==> src/rtl/y86_pkg.sv <==
// Shared Y86-64 definitions: word width, word type and the instruction codes
// used by the fetch-stage predictor.
package y86_pkg;

  localparam int WORD_W = 64;

  typedef logic [WORD_W-1:0] word_t;
  typedef logic [3:0]        icode_t;

  localparam icode_t IHALT   = 4'h0;
  localparam icode_t INOP    = 4'h1;
  localparam icode_t IRRMOVQ = 4'h2;
  localparam icode_t IJXX    = 4'h7;
  localparam icode_t ICALL   = 4'h8;
  localparam icode_t IRET    = 4'h9;

endpackage

==> src/rtl/ras_stack.sv <==
// Circular return-address stack: a push when full overwrites the oldest entry,
// the count saturates at RAS_DEPTH, and clear wins over a same-cycle push/pop.
module ras_stack
  import y86_pkg::*;
#(
  parameter int RAS_DEPTH = 8
) (
  input  logic                       clk,
  input  logic                       rst_n,
  input  logic                       i_push,
  input  word_t                      i_push_data,
  input  logic                       i_pop,
  input  logic                       i_clear,
  output word_t                      o_top,
  output logic [$clog2(RAS_DEPTH):0] o_count
);

  localparam int PTR_W = $clog2(RAS_DEPTH);
  localparam logic [PTR_W:0] FULL = (PTR_W + 1)'(RAS_DEPTH);

  word_t            r_mem [RAS_DEPTH];
  logic [PTR_W-1:0] r_ptr;
  logic [PTR_W:0]   r_count;
  logic [PTR_W-1:0] w_top_idx;

  // r_ptr is the next free slot; wrapping it makes a full push land on the oldest entry.
  assign w_top_idx = r_ptr - PTR_W'(1);
  assign o_top     = r_mem[w_top_idx];
  assign o_count   = r_count;

  always_ff @(posedge clk or negedge rst_n) begin
    // NOTE: sequential state uses non-blocking assignments so every register samples pre-edge values.
    if (!rst_n) begin
      r_ptr   <= '0;
      r_count <= '0;
    end else if (i_clear) begin
      r_ptr   <= '0;
      r_count <= '0;
    end else if (i_push) begin
      r_ptr <= r_ptr + PTR_W'(1);
      if (r_count != FULL) r_count <= r_count + (PTR_W + 1)'(1);
    end else if (i_pop && (r_count != '0)) begin
      r_ptr   <= w_top_idx;
      r_count <= r_count - (PTR_W + 1)'(1);
    end
  end

  // NOTE: the entry array has no reset; only slots below r_count are ever read.
  always_ff @(posedge clk) begin
    if (i_push && !i_clear) r_mem[r_ptr] <= i_push_data;
  end

endmodule

==> src/rtl/f_pred_pc.sv <==
// Fetch-stage next-PC predictor and F pipeline register. Define F_PRED_RAS_EN
// to add a return-address stack that predicts ret targets.
module f_pred_pc
  import y86_pkg::*;
#(
  parameter int RAS_DEPTH = 8
) (
  input  logic                       clk,
  input  logic                       rst_n,
  input  logic [WORD_W-1:0]          f_pc,
  input  logic [3:0]                 f_icode,
  input  logic [WORD_W-1:0]          f_valC,
  input  logic [WORD_W-1:0]          f_valP,
  input  logic                       F_stall,
  input  logic [3:0]                 M_icode,
  input  logic                       M_Cnd,
  output logic [WORD_W-1:0]          F_predPC,
  output logic                       ras_pred,
  output logic [$clog2(RAS_DEPTH):0] ras_count
);

  localparam int CNT_W = $clog2(RAS_DEPTH) + 1;

  word_t r_pred_pc;
  logic  r_ras_pred;
  word_t w_next_pc;
  logic  w_next_ras;
  word_t w_top;
  logic  w_ret_hit;
  logic  w_unused;

`ifdef F_PRED_RAS_EN
  logic [CNT_W-1:0] w_count;
  logic             w_push;
  logic             w_pop;
  logic             w_clear;

  assign w_ret_hit = (f_icode == IRET) && (w_count != '0);
  assign w_push    = !F_stall && (f_icode == ICALL);
  assign w_pop     = !F_stall && w_ret_hit;
  // A not-taken jXX in M means F holds a wrong-path instruction; drop the stack even when stalled.
  assign w_clear   = (M_icode == IJXX) && !M_Cnd;

  ras_stack #(
    .RAS_DEPTH (RAS_DEPTH)
  ) u_ras (
    .clk         (clk),
    .rst_n       (rst_n),
    .i_push      (w_push),
    .i_push_data (f_valP),
    .i_pop       (w_pop),
    .i_clear     (w_clear),
    .o_top       (w_top),
    .o_count     (w_count)
  );

  assign ras_count = w_count;
  assign w_unused  = ^f_pc;
`else
  assign w_ret_hit = 1'b0;
  assign w_top     = '0;
  assign ras_count = '0;
  assign w_unused  = ^{f_pc, M_icode, M_Cnd};
`endif

  always_comb begin
    // NOTE: defaults first so every path assigns every output and no latch is inferred.
    w_next_pc  = f_valP;
    w_next_ras = 1'b0;
    if ((f_icode == IJXX) || (f_icode == ICALL)) begin
      w_next_pc = f_valC;
    end else if (w_ret_hit) begin
      w_next_pc  = w_top;
      w_next_ras = 1'b1;
    end
  end

  always_ff @(posedge clk or negedge rst_n) begin
    if (!rst_n) begin
      r_pred_pc  <= '0;
      r_ras_pred <= 1'b0;
    end else if (!F_stall) begin
      r_pred_pc  <= w_next_pc;
      r_ras_pred <= w_next_ras;
    end
  end

  assign F_predPC = r_pred_pc;
  assign ras_pred = r_ras_pred;

endmodule

==> config.mk <==
export PLATFORM = sky130hd
export DESIGN_NAME = f_pred_pc
export DESIGN_NICKNAME = d
export VERILOG_FILES = /design/src/rtl/y86_pkg.sv /design/src/rtl/ras_stack.sv /design/src/rtl/f_pred_pc.sv
export SDC_FILE = /design/constraint.sdc
export NUM_CORES = 1
export LEC_CHECK = 0
export ABC_AREA = 1
export BUFFER_PORTS_ARGS = -buffer_cell sky130_fd_sc_hd__buf_2
export CAP_MARGIN = 0
export CORE_AREA = 2 2 107 109
export DETAILED_ROUTE_END_ITERATION = 10
export DIE_AREA = 0 0 109 111
export GPL_ROUTABILITY_DRIVEN = 0
export HOLD_SLACK_MARGIN = 0.06
export PLACE_DENSITY_LB_ADDON = 0.1
export SLEW_MARGIN = 10
export SYNTH_ARGS = -nofsm -noshare
export SYNTH_HDL_FRONTEND = slang
export SYNTH_SLANG_ARGS = --single-unit
==> constraint.sdc <==
create_clock -name clk -period 1.15 [get_ports clk]
set_clock_uncertainty 0.1 [all_clocks]
set_input_delay 0.0575 -clock clk [delete_from_list [all_inputs] [get_ports clk]]
set_output_delay 0.0575 -clock clk [all_outputs]
set_load 0.01 [all_outputs]
**Word-level counts from Yosys, hierarchy flattened**

Cells that the tools add are included.

- Equal/unequal tests: 2
- Multiplexer cells: 1
- Reductions and logical operators: 1

Operator list:

| cell | number |
|---|---|
| 64-bit two-way mux | 1 |
| 4-bit by 3-bit equality test with 1-bit output, second input constant | 1 |
| 4-bit equality test, second input constant | 1 |
| 1-bit logical OR | 1 |

- Flip-flop bits (word level): 64
- Output and inout port bits: 69
- Word-level logic and storage cells: 5

**Logic depth before layout (Yosys ltp)**

- Depth after elaboration: 3
- Depth in mapped cells: 8
- Mapped depth without buffers: 7

**Worst setup path before layout**

Ideal clock, no wire load.

- Path kind: input to register
- Start point: input port f_icode[1]
- End point: register r_pred_pc[0], in the netlist F_predPC[0]
- Library setup time: 0.117 ns
- Arrival: 0.688 ns
- Required time: 0.933 ns
- Setup slack: 0.245 ns
- Cell stages on the path: 8
- Buffers on the path: 2
- Path through: inv_1 nand2_2 nand2_4 buf_12 buf_12 nand3_2 nand3_1 nand2_1

- Word-level cells in the longest chain between the ends: 3
- Elaborated cells on any way between the ends: 4
- Classes of those cells: eq/ne (2); mux (1); reduce/logical (1)

RTL lines:

| what | RTL line | text |
|---|---|---|
| start: declaration | f_pred_pc.sv:11 | `input logic [3:0] f_icode,` |
| 4-bit by 3-bit equality test with 1-bit output / 4-bit equality test (equally long branches) | f_pred_pc.sv:70 | `if ((f_icode == IJXX) \|\| (f_icode == ICALL)) begin` |
| 1-bit logical OR * | f_pred_pc.sv:70 |  |
| 64-bit two-way mux * | f_pred_pc.sv:70 |  |
| end signal: assignment | f_pred_pc.sv:83 | `r_pred_pc <= w_next_pc;` |
| end: declaration | f_pred_pc.sv:24 | `word_t r_pred_pc;` |

Every way passes the cells marked *; elsewhere a longest branch is shown, timed or not.
A chain may end at the register's enable or synchronous reset.

**Worst setup path after layout**

- Start point: register r_pred_pc[8], in the netlist F_predPC[8]
- End point: output port F_predPC[8]

RTL lines:

| what | RTL line | text |
|---|---|---|
| end: declaration | f_pred_pc.sv:17 | `output logic [WORD_W-1:0] F_predPC,` |

No word-level cell between the ends.

==> impl_metrics.yaml <==
synthesis:
  synthCells: 563
  yosys.area.top_type_share_pct: 37.7
  ys_types: 13
  synth_area_leader_cell: "dfrtp_1"
  synth_area_sq_um: 4250
  ys_seq_elements: 64
  yosysWarningCount: 0
  post_synth.cell_area_avg_sq_um: 7.54
  yosysSeqAreaShare_pct: 37.7
  synthTopCellsByArea: "dfrtp_1 38%, nand2_1 17%, nand3_2 14%, inv_1 11%, nand3_1 8.0%"
clock_tree:
  clkTransAtPathRegs_ns: 0.05
  ctsHtreeMaxLevel: 3
  cts.repair.resized: 0
  clock_sinks: 64
  cts_tree: "built"
  root_buffer: "clkbuf_16"
  numCtsBuffers: 9
  cts_max_path_buffers: 2
  insertion_delay_ns: 0.32
power_and_ir_drop:
  vdd_drop_max_mv: 0.552
  leakagePower_uw: 0.00399
  power_density_nw_per_um2: 1060
  p_total_uw: 7240
worst_setup_path:
  crit_buf_inv: 1
  worstSetupEndpointType: "primary output"
  cp_slowest_cell: "dfrtp_1"
  crit_type: "reg -> out"
  max_stage_delay_ns: 0.39
  cp.arrival_ns: 0.86
  critPathTopFamily: "flip-flops"
  worstPathRequired_ns: 0.99
  r2r_start: "F_predPC[16]"
  reg2reg_slack_ns: 0.42
  crit_chain: "buf_2"
  r2r_cells: 2
  critPathCapture: "F_predPC[8]"
  critPathLaunchType: "flip-flop"
  cp.depth: 1
  path_max_fanout: 2
  startpoint: "F_predPC[8]"
  reg2reg_to: "F_predPC[16]"
die:
  die_h_um: 111
  coreArea_sq_um: 11100
  num_io_pins: 273
  die_w_um: 109
  start_util_pct: 38.3
  die_area_sq_um: 12100
  rows: 39
grt:
  grt_antenna_before_repair: 0
  grt_max_degree: 65
  grt_usage_pct: 23.1
  grt_pass1_wl_um: 22100
  grt_pass1_vias: 4889
  grt-ovfl-total: 0
placement:
  dp.cells: 885
  dp_hpwl_um: 8000
  io_buffers: 198
sta:
  slew_viol_final: 0
  fin_crit_ns: 1.02
  setup_violations: 0
  hold_viol: 0
  grt_setup_unrepaired: "false"
  max_freq_ghz: 0.982
  fin_crit_sh_pct: 88.6
job:
  drv_cap: 0
finish:
  layout_commonest_cell: "buf_2"
  drive_gt1_share_pct: 33.4
  fin_util_pct: 61.8
  area_growth_pct: 61.4
  layout_common_cells: "198 x buf_2, 192 x nand2_1, 129 x inv_1, 129 x dlygate4sd3_1, 68 x nand3_1"
  largest_register_ffs: 64
  nNetsFinal: 1086
  final_cells: 1028
  diodes: 0
run_status:
  status: "complete, no violations"
routing:
  drc: 0
  drtIter0Drc: 268
  finalWirelength_um: 13300
  final_antenna_net_count: 0
  drt_pre_antenna_iters: 4
  num_vias: 4582
  routedWlPerCell_um: 13.0
  viasPerCell: 4.46
hold_path:
  min_path_type: "in -> reg"
  min_path_cells: 4
cells by family after synthesis:
logic type	count (synthesis)	share of synthesized area [%]
buffers and inverters	171	21.7
DFF	64	37.7
other	1	0.0883
and+or+nand+nor	327	40.5
metrics by stage:
step                      setup slack (ns)  area (sq um)  setup TNS, ns  hold WS (ns)
after floorplan                      0.245          4260              0        -0.338
after global placement              0.0125          5290              0       0.00993
after detailed placement          -0.00474          5290       -0.00982       0.00340
after CTS                            0.116          6850              0        0.0887
after global routing                 0.100          6850              0         0.105
final                                0.132          6850              0        0.0956
power by group:
part | internal, uW | switching (uW) | leakage, uW
logic | 1010 | 1060 | 0.00308
registers | 2520 | 140 | 0.000772
clock network | 1610 | 907 | 0.000135
cell usage after synthesis:
cell type	number
clkbuf_1	6
dfrtp_1	64
nand2_4	3
nand3_1	68
buf_2	7
buf_12	14
inv_1	129
nand3_2	60
conb_1	1
nand2_2	4
nand2_1	192
buf_4	11
inv_2	4
area by class of cell:
class,instances,area [sq um]
Tap cell,143,179
Clock buffer,14,274
Timing Repair Buffer,342,2560
Fill cell,950,4230
Inverter,133,499
Multi-Input combinational cell,332,1740
Sequential cell,64,1600
timing repair:
action / in CTS / in global routing
hold endpoints to repair: 128 / 0
buffers inserted: 0 / 0
hold buffers: 129 / 0
endpoints found under the setup margin: 0 / 0
worst min path at each step:
stage	start	endpoint	slack, ns
final	F_stall	F_predPC[26]	0.1
after CTS	F_stall	F_predPC[8]	0.09
after detailed placement	rst_n	F_predPC[36]	0.003
after global routing	F_stall	F_predPC[19]	0.11
after floorplan	rst_n	F_predPC[0]	-0.34
after global placement	rst_n	F_predPC[36]	0.01
routing by layer:
layer / vias to the layer above / wire (um) / track usage, %
met2: 149 / 6740 / 40.9
met3: 22 / 793 / 4.70
met4: 0 / 244 / 8.38
met1: 2117 / 5560 / 27.0
li1: 2294 / - / -
met5: - / 0 / 0
Power figures use the tool's default switching activity.
